## src/rtl/crc_d24_packer_if.sv

```systemverilog
`default_nettype none
// ============================================================================
//  Module      : crc_d24_packer_if
//  Description : Byte-stream input and packed CRC-word / tail / status outputs
//                of the 24-bit CRC byte packer.
//  Revision    : 1.0  initial release
// ============================================================================
interface crc_d24_packer_if;
    logic [7:0]  in_data;
    logic        in_valid;
    logic        in_sof;
    logic        in_eof;
    logic        in_ready;
    logic        crc_init;
    logic        crc_en;
    logic [23:0] crc_data;
    logic        tail_valid;
    logic [1:0]  tail_cnt;
    logic [15:0] tail_data;
    logic        frame_done;
    logic [15:0] frame_len;
    logic        err_abort;
    logic [7:0]  drop_cnt;

    // Byte source / result sink side
    modport master (
        output in_data, in_valid, in_sof, in_eof,
        input  in_ready, crc_init, crc_en, crc_data, tail_valid, tail_cnt,
               tail_data, frame_done, frame_len, err_abort, drop_cnt
    );

    // Packer side
    modport slave (
        input  in_data, in_valid, in_sof, in_eof,
        output in_ready, crc_init, crc_en, crc_data, tail_valid, tail_cnt,
               tail_data, frame_done, frame_len, err_abort, drop_cnt
    );
endinterface
`default_nettype wire

```

## src/rtl/crc_d24_packer.sv

```systemverilog
`default_nettype none
// ============================================================================
//  Module      : crc_d24_packer
//  Description : Packs framed bytes into 24-bit words for a 24-bit-wide CRC
//                stage, reports residual tail bytes, frame length, aborts and
//                bytes dropped outside a frame. All outputs are registered.
//  Revision    : 1.0  initial release
// ============================================================================
module crc_d24_packer (
    input  wire             clk,
    input  wire             rst_n,
    crc_d24_packer_if.slave bus
);

    typedef enum logic [1:0] {
        S_IDLE = 2'd0,
        S_FILL = 2'd1,
        S_GAP  = 2'd2
    } state_t;

    state_t      state, state_nxt;
    logic [1:0]  phase, phase_nxt;          // bytes held in the partial word
    logic [15:0] part, part_nxt;            // lanes 0 and 1 of the partial word

    logic        accept;
    logic        start;
    logic [15:0] len_inc;
    logic [7:0]  drop_inc;

    logic        crc_init_nxt, crc_en_nxt, tail_valid_nxt;
    logic        frame_done_nxt, err_abort_nxt, in_ready_nxt;
    logic [23:0] crc_data_nxt;
    logic [1:0]  tail_cnt_nxt;
    logic [15:0] tail_data_nxt, len_nxt;
    logic [7:0]  drop_nxt;

    assign accept   = bus.in_valid & bus.in_ready;
    assign len_inc  = (bus.frame_len == 16'hFFFF) ? 16'hFFFF : bus.frame_len + 16'd1;
    assign drop_inc = (bus.drop_cnt == 8'hFF) ? 8'hFF : bus.drop_cnt + 8'd1;

    // Next-state and next-output decode; every output is registered below
    always_comb begin
        state_nxt      = state;
        phase_nxt      = phase;
        part_nxt       = part;
        crc_data_nxt   = bus.crc_data;
        len_nxt        = bus.frame_len;
        drop_nxt       = bus.drop_cnt;
        crc_init_nxt   = 1'b0;
        crc_en_nxt     = 1'b0;
        tail_valid_nxt = 1'b0;
        tail_cnt_nxt   = 2'd0;
        tail_data_nxt  = 16'd0;
        frame_done_nxt = 1'b0;
        err_abort_nxt  = 1'b0;
        start          = 1'b0;

        case (state)
            S_IDLE: begin
                if (accept) begin
                    if (bus.in_sof) begin
                        start = 1'b1;
                    end else begin
                        drop_nxt = drop_inc;
                    end
                end
            end
            S_FILL: begin
                if (accept) begin
                    if (bus.in_sof) begin
                        // A new sof inside a frame throws away the partial word
                        start         = 1'b1;
                        err_abort_nxt = 1'b1;
                    end else begin
                        len_nxt = len_inc;
                        case (phase)
                            2'd0: begin
                                part_nxt[7:0] = bus.in_data;
                                phase_nxt     = 2'd1;
                            end
                            2'd1: begin
                                part_nxt[15:8] = bus.in_data;
                                phase_nxt      = 2'd2;
                            end
                            default: begin
                                crc_data_nxt = {bus.in_data, part};
                                crc_en_nxt   = 1'b1;
                                phase_nxt    = 2'd0;
                            end
                        endcase
                        if (bus.in_eof) begin
                            frame_done_nxt = 1'b1;
                            state_nxt      = S_GAP;
                            phase_nxt      = 2'd0;
                            part_nxt       = 16'd0;
                            if (phase == 2'd0) begin
                                tail_valid_nxt = 1'b1;
                                tail_cnt_nxt   = 2'd1;
                                tail_data_nxt  = {8'h00, bus.in_data};
                            end else if (phase == 2'd1) begin
                                tail_valid_nxt = 1'b1;
                                tail_cnt_nxt   = 2'd2;
                                tail_data_nxt  = {bus.in_data, part[7:0]};
                            end
                        end
                    end
                end
            end
            S_GAP: begin
                state_nxt = S_IDLE;
            end
            default: begin
                state_nxt = S_IDLE;
            end
        endcase

        // Frame start, shared by the IDLE entry and the abort-restart path
        if (start) begin
            crc_init_nxt = 1'b1;
            len_nxt      = 16'd1;
            part_nxt     = {8'h00, bus.in_data};
            phase_nxt    = 2'd1;
            state_nxt    = S_FILL;
            if (bus.in_eof) begin
                tail_valid_nxt = 1'b1;
                tail_cnt_nxt   = 2'd1;
                tail_data_nxt  = {8'h00, bus.in_data};
                frame_done_nxt = 1'b1;
                state_nxt      = S_GAP;
                phase_nxt      = 2'd0;
                part_nxt       = 16'd0;
            end
        end
    end

    // in_ready reflects the state being entered so it is 0 exactly in GAP
    assign in_ready_nxt = (state_nxt != S_GAP);

    // State register and internal packing context
    always_ff @(posedge clk or negedge rst_n) begin
        if (!rst_n) begin
            state <= S_IDLE;
            phase <= 2'd0;
            part  <= 16'd0;
        end else begin
            state <= state_nxt;
            phase <= phase_nxt;
            part  <= part_nxt;
        end
    end

    // Registered outputs
    always_ff @(posedge clk or negedge rst_n) begin
        if (!rst_n) begin
            bus.in_ready   <= 1'b0;
            bus.crc_init   <= 1'b0;
            bus.crc_en     <= 1'b0;
            bus.crc_data   <= 24'd0;
            bus.tail_valid <= 1'b0;
            bus.tail_cnt   <= 2'd0;
            bus.tail_data  <= 16'd0;
            bus.frame_done <= 1'b0;
            bus.frame_len  <= 16'd0;
            bus.err_abort  <= 1'b0;
            bus.drop_cnt   <= 8'd0;
        end else begin
            bus.in_ready   <= in_ready_nxt;
            bus.crc_init   <= crc_init_nxt;
            bus.crc_en     <= crc_en_nxt;
            bus.crc_data   <= crc_data_nxt;
            bus.tail_valid <= tail_valid_nxt;
            bus.tail_cnt   <= tail_cnt_nxt;
            bus.tail_data  <= tail_data_nxt;
            bus.frame_done <= frame_done_nxt;
            bus.frame_len  <= len_nxt;
            bus.err_abort  <= err_abort_nxt;
            bus.drop_cnt   <= drop_nxt;
        end
    end

endmodule
`default_nettype wire

```

## src/flat_wrapper.sv

```systemverilog
// flat-port wrapper written by rule: the top's interface ports become plain ports
module crc_d24_packer_flat 
  (clk, rst_n, bus_in_data, bus_in_valid, bus_in_sof, bus_in_eof, bus_in_ready, bus_crc_init, bus_crc_en, bus_crc_data, bus_tail_valid, bus_tail_cnt, bus_tail_data, bus_frame_done, bus_frame_len, bus_err_abort, bus_drop_cnt);
  crc_d24_packer_if bus_i ();
  input  wire clk;
  input  wire rst_n;
  input wire logic [$bits(bus_i.in_data)-1:0] bus_in_data;
  input wire logic [$bits(bus_i.in_valid)-1:0] bus_in_valid;
  input wire logic [$bits(bus_i.in_sof)-1:0] bus_in_sof;
  input wire logic [$bits(bus_i.in_eof)-1:0] bus_in_eof;
  output wire logic [$bits(bus_i.in_ready)-1:0] bus_in_ready;
  output wire logic [$bits(bus_i.crc_init)-1:0] bus_crc_init;
  output wire logic [$bits(bus_i.crc_en)-1:0] bus_crc_en;
  output wire logic [$bits(bus_i.crc_data)-1:0] bus_crc_data;
  output wire logic [$bits(bus_i.tail_valid)-1:0] bus_tail_valid;
  output wire logic [$bits(bus_i.tail_cnt)-1:0] bus_tail_cnt;
  output wire logic [$bits(bus_i.tail_data)-1:0] bus_tail_data;
  output wire logic [$bits(bus_i.frame_done)-1:0] bus_frame_done;
  output wire logic [$bits(bus_i.frame_len)-1:0] bus_frame_len;
  output wire logic [$bits(bus_i.err_abort)-1:0] bus_err_abort;
  output wire logic [$bits(bus_i.drop_cnt)-1:0] bus_drop_cnt;
  assign bus_i.in_data = bus_in_data;
  assign bus_i.in_valid = bus_in_valid;
  assign bus_i.in_sof = bus_in_sof;
  assign bus_i.in_eof = bus_in_eof;
  assign bus_in_ready = bus_i.in_ready;
  assign bus_crc_init = bus_i.crc_init;
  assign bus_crc_en = bus_i.crc_en;
  assign bus_crc_data = bus_i.crc_data;
  assign bus_tail_valid = bus_i.tail_valid;
  assign bus_tail_cnt = bus_i.tail_cnt;
  assign bus_tail_data = bus_i.tail_data;
  assign bus_frame_done = bus_i.frame_done;
  assign bus_frame_len = bus_i.frame_len;
  assign bus_err_abort = bus_i.err_abort;
  assign bus_drop_cnt = bus_i.drop_cnt;
  crc_d24_packer u_core (.clk(clk), .rst_n(rst_n), .bus(bus_i));
endmodule
```

## config.mk

```make
export PLATFORM = sky130hd
export DESIGN_NAME = crc_d24_packer_flat
export DESIGN_NICKNAME = d
export VERILOG_FILES = /design/src/rtl/crc_d24_packer_if.sv /design/src/rtl/crc_d24_packer.sv /design/src/flat_wrapper.sv
export SDC_FILE = /design/constraint.sdc
export NUM_CORES = 1
export LEC_CHECK = 0
export ABC_AREA = 1
export CORE_MARGIN = 2
export CORE_UTILIZATION = 34
export DETAILED_ROUTE_END_ITERATION = 12
export PLACE_DENSITY = 0.53
export SYNTH_ARGS = -nofsm -noshare
export SYNTH_HDL_FRONTEND = slang
export SYNTH_SLANG_ARGS = --single-unit
```

## constraint.sdc

```tcl
create_clock -name clk -period 1.6 [get_ports clk]
set_input_delay 0.32 -clock clk [delete_from_list [all_inputs] [get_ports clk]]
set_output_delay 0.32 -clock clk [all_outputs]
set_load 0.01 [all_outputs]
```

==> key figures <==
Outcome
  – Result of the run: finished, final reports clean

Timing
  – Maximum operating frequency: 0.636 GHz
  – Setup violations, final: 0
  – Worst Max-Slew Pin Slew: 0.451 ns
  – Number of failing hold endpoints at the final stage: 0
  – Max_slew headroom: 69.9%
  – Clk_skew: 0.00789 ns
  – Final period util: 98.2%
  – Worst setup margin: around 0.028 ns
  – Slew Viols, Final: 0
  – Setup TNS: 0 ns
  – Post-route worst hold slack: 0.470 ns
  – Minimum clock period: 1.57 ns

Critical path
  – Critical Path Start: u_core.bus.crc_data[3]
  – Largest driver fanout on the critical path: 2
  – Kind of end point of the critical path: output pin
  – Worst path max stage delay: roughly 0.55 ns
  – Crit start category: register
  – Top Family by Delay on Critical Path: buffers and inverters
  – Standard cell with the maximum stage delay on the critical path: sky130_fd_sc_hd__clkdlybuf4s50_1
  – CP cell instances: clkdlybuf4s50_1
  – Worst Path Required: between 1 and 1.5 ns
  – Critical path class: register to output pin
  – Total buffers and inverters traversed by the critical path: 1
  – Worst path arrival time: 1.25 ns
  – Startpoint of the most critical register-to-register path: u_core.bus.drop_cnt[0]

Power and ir drop
  – Total net switching power: 1.96 mW
  – Static leakage power: 3.07 nW
  – Worst-case vdd ir drop: 0.000622 V
  – Part of the total power dissipated in sequential elements: 42.6%
  – Net switching fraction of the power: ~29%
  – Clock network power share: 33.9%
  – Share of power burned in combinational logic: 23.5%
  – Cell Pwr Density: around 1200 nW/um^2
  – Power Internal: 4.90 mW

Die
  – Standard cell core area: 11400 sq um
  – Number of cell rows: 39
  – Height of the die: about 110 um
  – Die span in x: 112 um
  – IO Pins: 85
  – Die area: 12500 sq um
  – Initial standard-cell utilization of the core: approximately a third

Drt
  – Overall via count from detail_route: 3386
  – Wire length per cell after detailed routing: 13.3 um
  – Number of routed nets with antenna violations: 0
  – Violation count after the first detailed-routing iteration: 118
  – Routed Wire Length: 9850 um
  – First-pass iteration count of the detailed router: 5
  – Vias per inst: 4.58
  – Final routed DRC violation total: 0

Placement
  – Worst slack at placement: -0.276 ns
  – HPWL after DPL: 6930 um
  – Gp weighted congestion: 0.842
  – Number of input and output port buffers inserted: 84
  – Area of placed instances: roughly 5200 sq um

GRT
  – Global route total overflow: 0
  – Global Route met2 Usage: 24.4%
  – Routing usage on met1: around a quarter
  – Met3 track demand over resource: 4.14%
  – Largest net degree at the start of global routing: 34
  – Via count of the first global-routing pass: 3418
  – Initial antenna violation count: 0
  – Busiest layer in global routing: met2
  – Global-route wire length before repair: ~17000 um
  – Overall routing resource usage: 16.7%

Synthesis
  – Syn Area/Cell: 8.51 sq um
  – Most used flip-flop cell after synthesis: sky130_fd_sc_hd__dfrtp_1
  – Count of flip-flops with a built-in enable after synthesis: 0
  – Warnings, synthesis: 0
  – Cell area after synthesis: 3960 sq um
  – Register bit total from synthesis: 92
  – Number of instances in the synthesized netlist: 465
  – Synthesized Nets: 480
  – Share of synthesized flip-flops with an asynchronous set or reset: 100%
  – Number of distinct library cells after synthesis: 28
  – Sequential-to-total area share from yosys stat: between 50 and 60%

Clocking
  – Number of H-tree branching levels: 3
  – Master cell of the clock root buffer: sky130_fd_sc_hd__clkbuf_16
  – Insertion delay to the later sink of the worst-skew pair: 0.34 ns
  – Max clock buf depth: 2
  – Sinks on Clock Net: 92
  – Clock transition time at the flip-flop clock pins of the worst setup and hold paths: 0.07 ns
  – Number of buffers created by CTS: 9
  – TritonCTS clock tree: done

Final layout
  – Net count of the finished layout: a little over 600
  – Area Growth Syn to Fin: 44.1%
  – Final Cell Area: 5700 sq um
  – Share of final-layout standard cells stronger than drive strength 1: 15.2%
  – Diode count: 0

Run
  – Maximum Capacitance Violations: 0

Worst hold path
  – Worst min-delay path category: primary input to async pin
## power by group through the flow
stage / clock (mW) / combinational [mW] / sequential, mW
final: 2.32 / 1.61 / 2.92
after detailed placement: 0 / 1.56 / 2.99
after global placement: 0 / 1.54 / 2.99
after floorplan: 0 / 0.544 / 3.08
after global routing: 2.49 / 1.80 / 2.97
after CTS: 2.39 / 1.62 / 2.92
## synthesized netlist by cell type (5+ instances only)
cell,number,area (sq um)
sky130_fd_sc_hd__dfrtp_1,92,2300
sky130_fd_sc_hd__nand4_1,5,31.3
sky130_fd_sc_hd__nand2_2,7,43.8
sky130_fd_sc_hd__inv_1,48,180
sky130_fd_sc_hd__nor3_1,6,30.0
sky130_fd_sc_hd__nand2_1,153,574
sky130_fd_sc_hd__inv_2,5,18.8
sky130_fd_sc_hd__nor2_1,34,128
sky130_fd_sc_hd__buf_2,5,25.0
sky130_fd_sc_hd__o21ai_0,50,250
sky130_fd_sc_hd__nand3_1,25,125
sky130_fd_sc_hd__o21ai_1,8,40.0
## logic make-up (layout without fill, tap and decap cells)
kind of cell,Yosys count,after routing,share of synthesized area (%)
AOI/OAI and AO/OA,65,65,8.47
xor gates and xnor gates,4,4,0.885
adders and majority gates,2,2,0.632
buffers and inverters,63,195,6.42
DFF,92,92,58.2
and+or+nand+nor,239,239,25.4
## final timing paths
| kind | endpoint | slack [ns] | cells past startpoint |
|---|---|---|---|
| min reg2reg | u_core.part[8] | 0.48 | 2 |
| min | u_core.bus.crc_data[16] | 0.47 | 2 |
| max in group asynchronous | u_core.bus.frame_len[11] | 0.59 | 3 |
| max reg2reg | u_core.bus.drop_cnt[3] | 0.13 | 6 |
| max | bus_crc_data[3] | 0.03 | 1 |
| min in group clk | u_core.part[8] | 0.48 | 2 |
## flip-flops by register name, summed over array words and instances (netlist names), 2 cells and up
register              flops
u_core.bus.crc_data      24
u_core.bus.drop_cnt       8
u_core.bus.frame_len     16
u_core.bus.tail_cnt       2
u_core.bus.tail_data     16
u_core.part              16
u_core.phase              2
u_core.state              2
## layer usage
layer / part of all wire (%) / vias to the layer above
met3: 5.6 / 8
met4: 1.4 / 0
li1: - / 1723
met5: 0 / -
met1: 51 / 1577
met2: 42 / 78
## layout by cell type, fill, tap and decap left out, types with 2 or more instances in the layout
| cell | n |
|---|---|
| sky130_fd_sc_hd__inv_2 | 6 |
| sky130_fd_sc_hd__nand2_1 | 151 |
| sky130_fd_sc_hd__nor3_2 | 3 |
| sky130_fd_sc_hd__nor3_1 | 5 |
| sky130_fd_sc_hd__o21ai_1 | 14 |
| sky130_fd_sc_hd__nor2_1 | 32 |
| sky130_fd_sc_hd__nand3_1 | 25 |
| sky130_fd_sc_hd__clkbuf_16 | 9 |
| sky130_fd_sc_hd__nand2_2 | 7 |
| sky130_fd_sc_hd__buf_4 | 35 |
| sky130_fd_sc_hd__nor2_2 | 5 |
| sky130_fd_sc_hd__xor2_1 | 4 |
| sky130_fd_sc_hd__clkdlybuf4s50_1 | 56 |
| sky130_fd_sc_hd__a21oi_1 | 3 |
| sky130_fd_sc_hd__nand4_1 | 5 |
| sky130_fd_sc_hd__dfrtp_1 | 85 |
| sky130_fd_sc_hd__dfrtp_2 | 7 |
| sky130_fd_sc_hd__clkinvlp_4 | 3 |
| sky130_fd_sc_hd__dlygate4sd2_1 | 12 |
| sky130_fd_sc_hd__inv_1 | 47 |
| sky130_fd_sc_hd__o21ai_0 | 44 |
| sky130_fd_sc_hd__inv_6 | 2 |
| sky130_fd_sc_hd__nand2_4 | 2 |
| sky130_fd_sc_hd__dlymetal6s2s_1 | 15 |
| sky130_fd_sc_hd__buf_12 | 6 |
| sky130_fd_sc_hd__bufinv_16 | 2 |
| sky130_fd_sc_hd__ha_1 | 2 |
## per-stage QoR
stage | std cells | power (mW) | utilization, %
floorplan | 465 | 3.63 | -
detailed placement | 711 | 4.55 | 45.8
finish | 740 | 6.86 | 50.2
CTS | 740 | 6.93 | 49.5
global route | 740 | 7.26 | 50.2
global placement | 711 | 4.53 | 45.8
## repair_timing
item | in CTS | in global routing
hold endpoints to repair | 30 | 0
pin swaps | 0 | 2
hold buffers | 1 | 0
cloned | 0 | 0
setup buffers | 12 | 0
gates resized for setup | 19 | 31
endpoints found under the setup margin | 23 | 48
## area by class of cell
class                           instances  area, sq um
Clock buffer                            9          225
Clock inverter                          7          104
Fill cell                            1081         5670
Inverter                               54          206
Multi-Input combinational cell        310         1430
Sequential cell                        92         2310
Tap cell                              143          179
Timing Repair Buffer                  125         1250
Note: power is estimated with default switching activity, not from simulation.
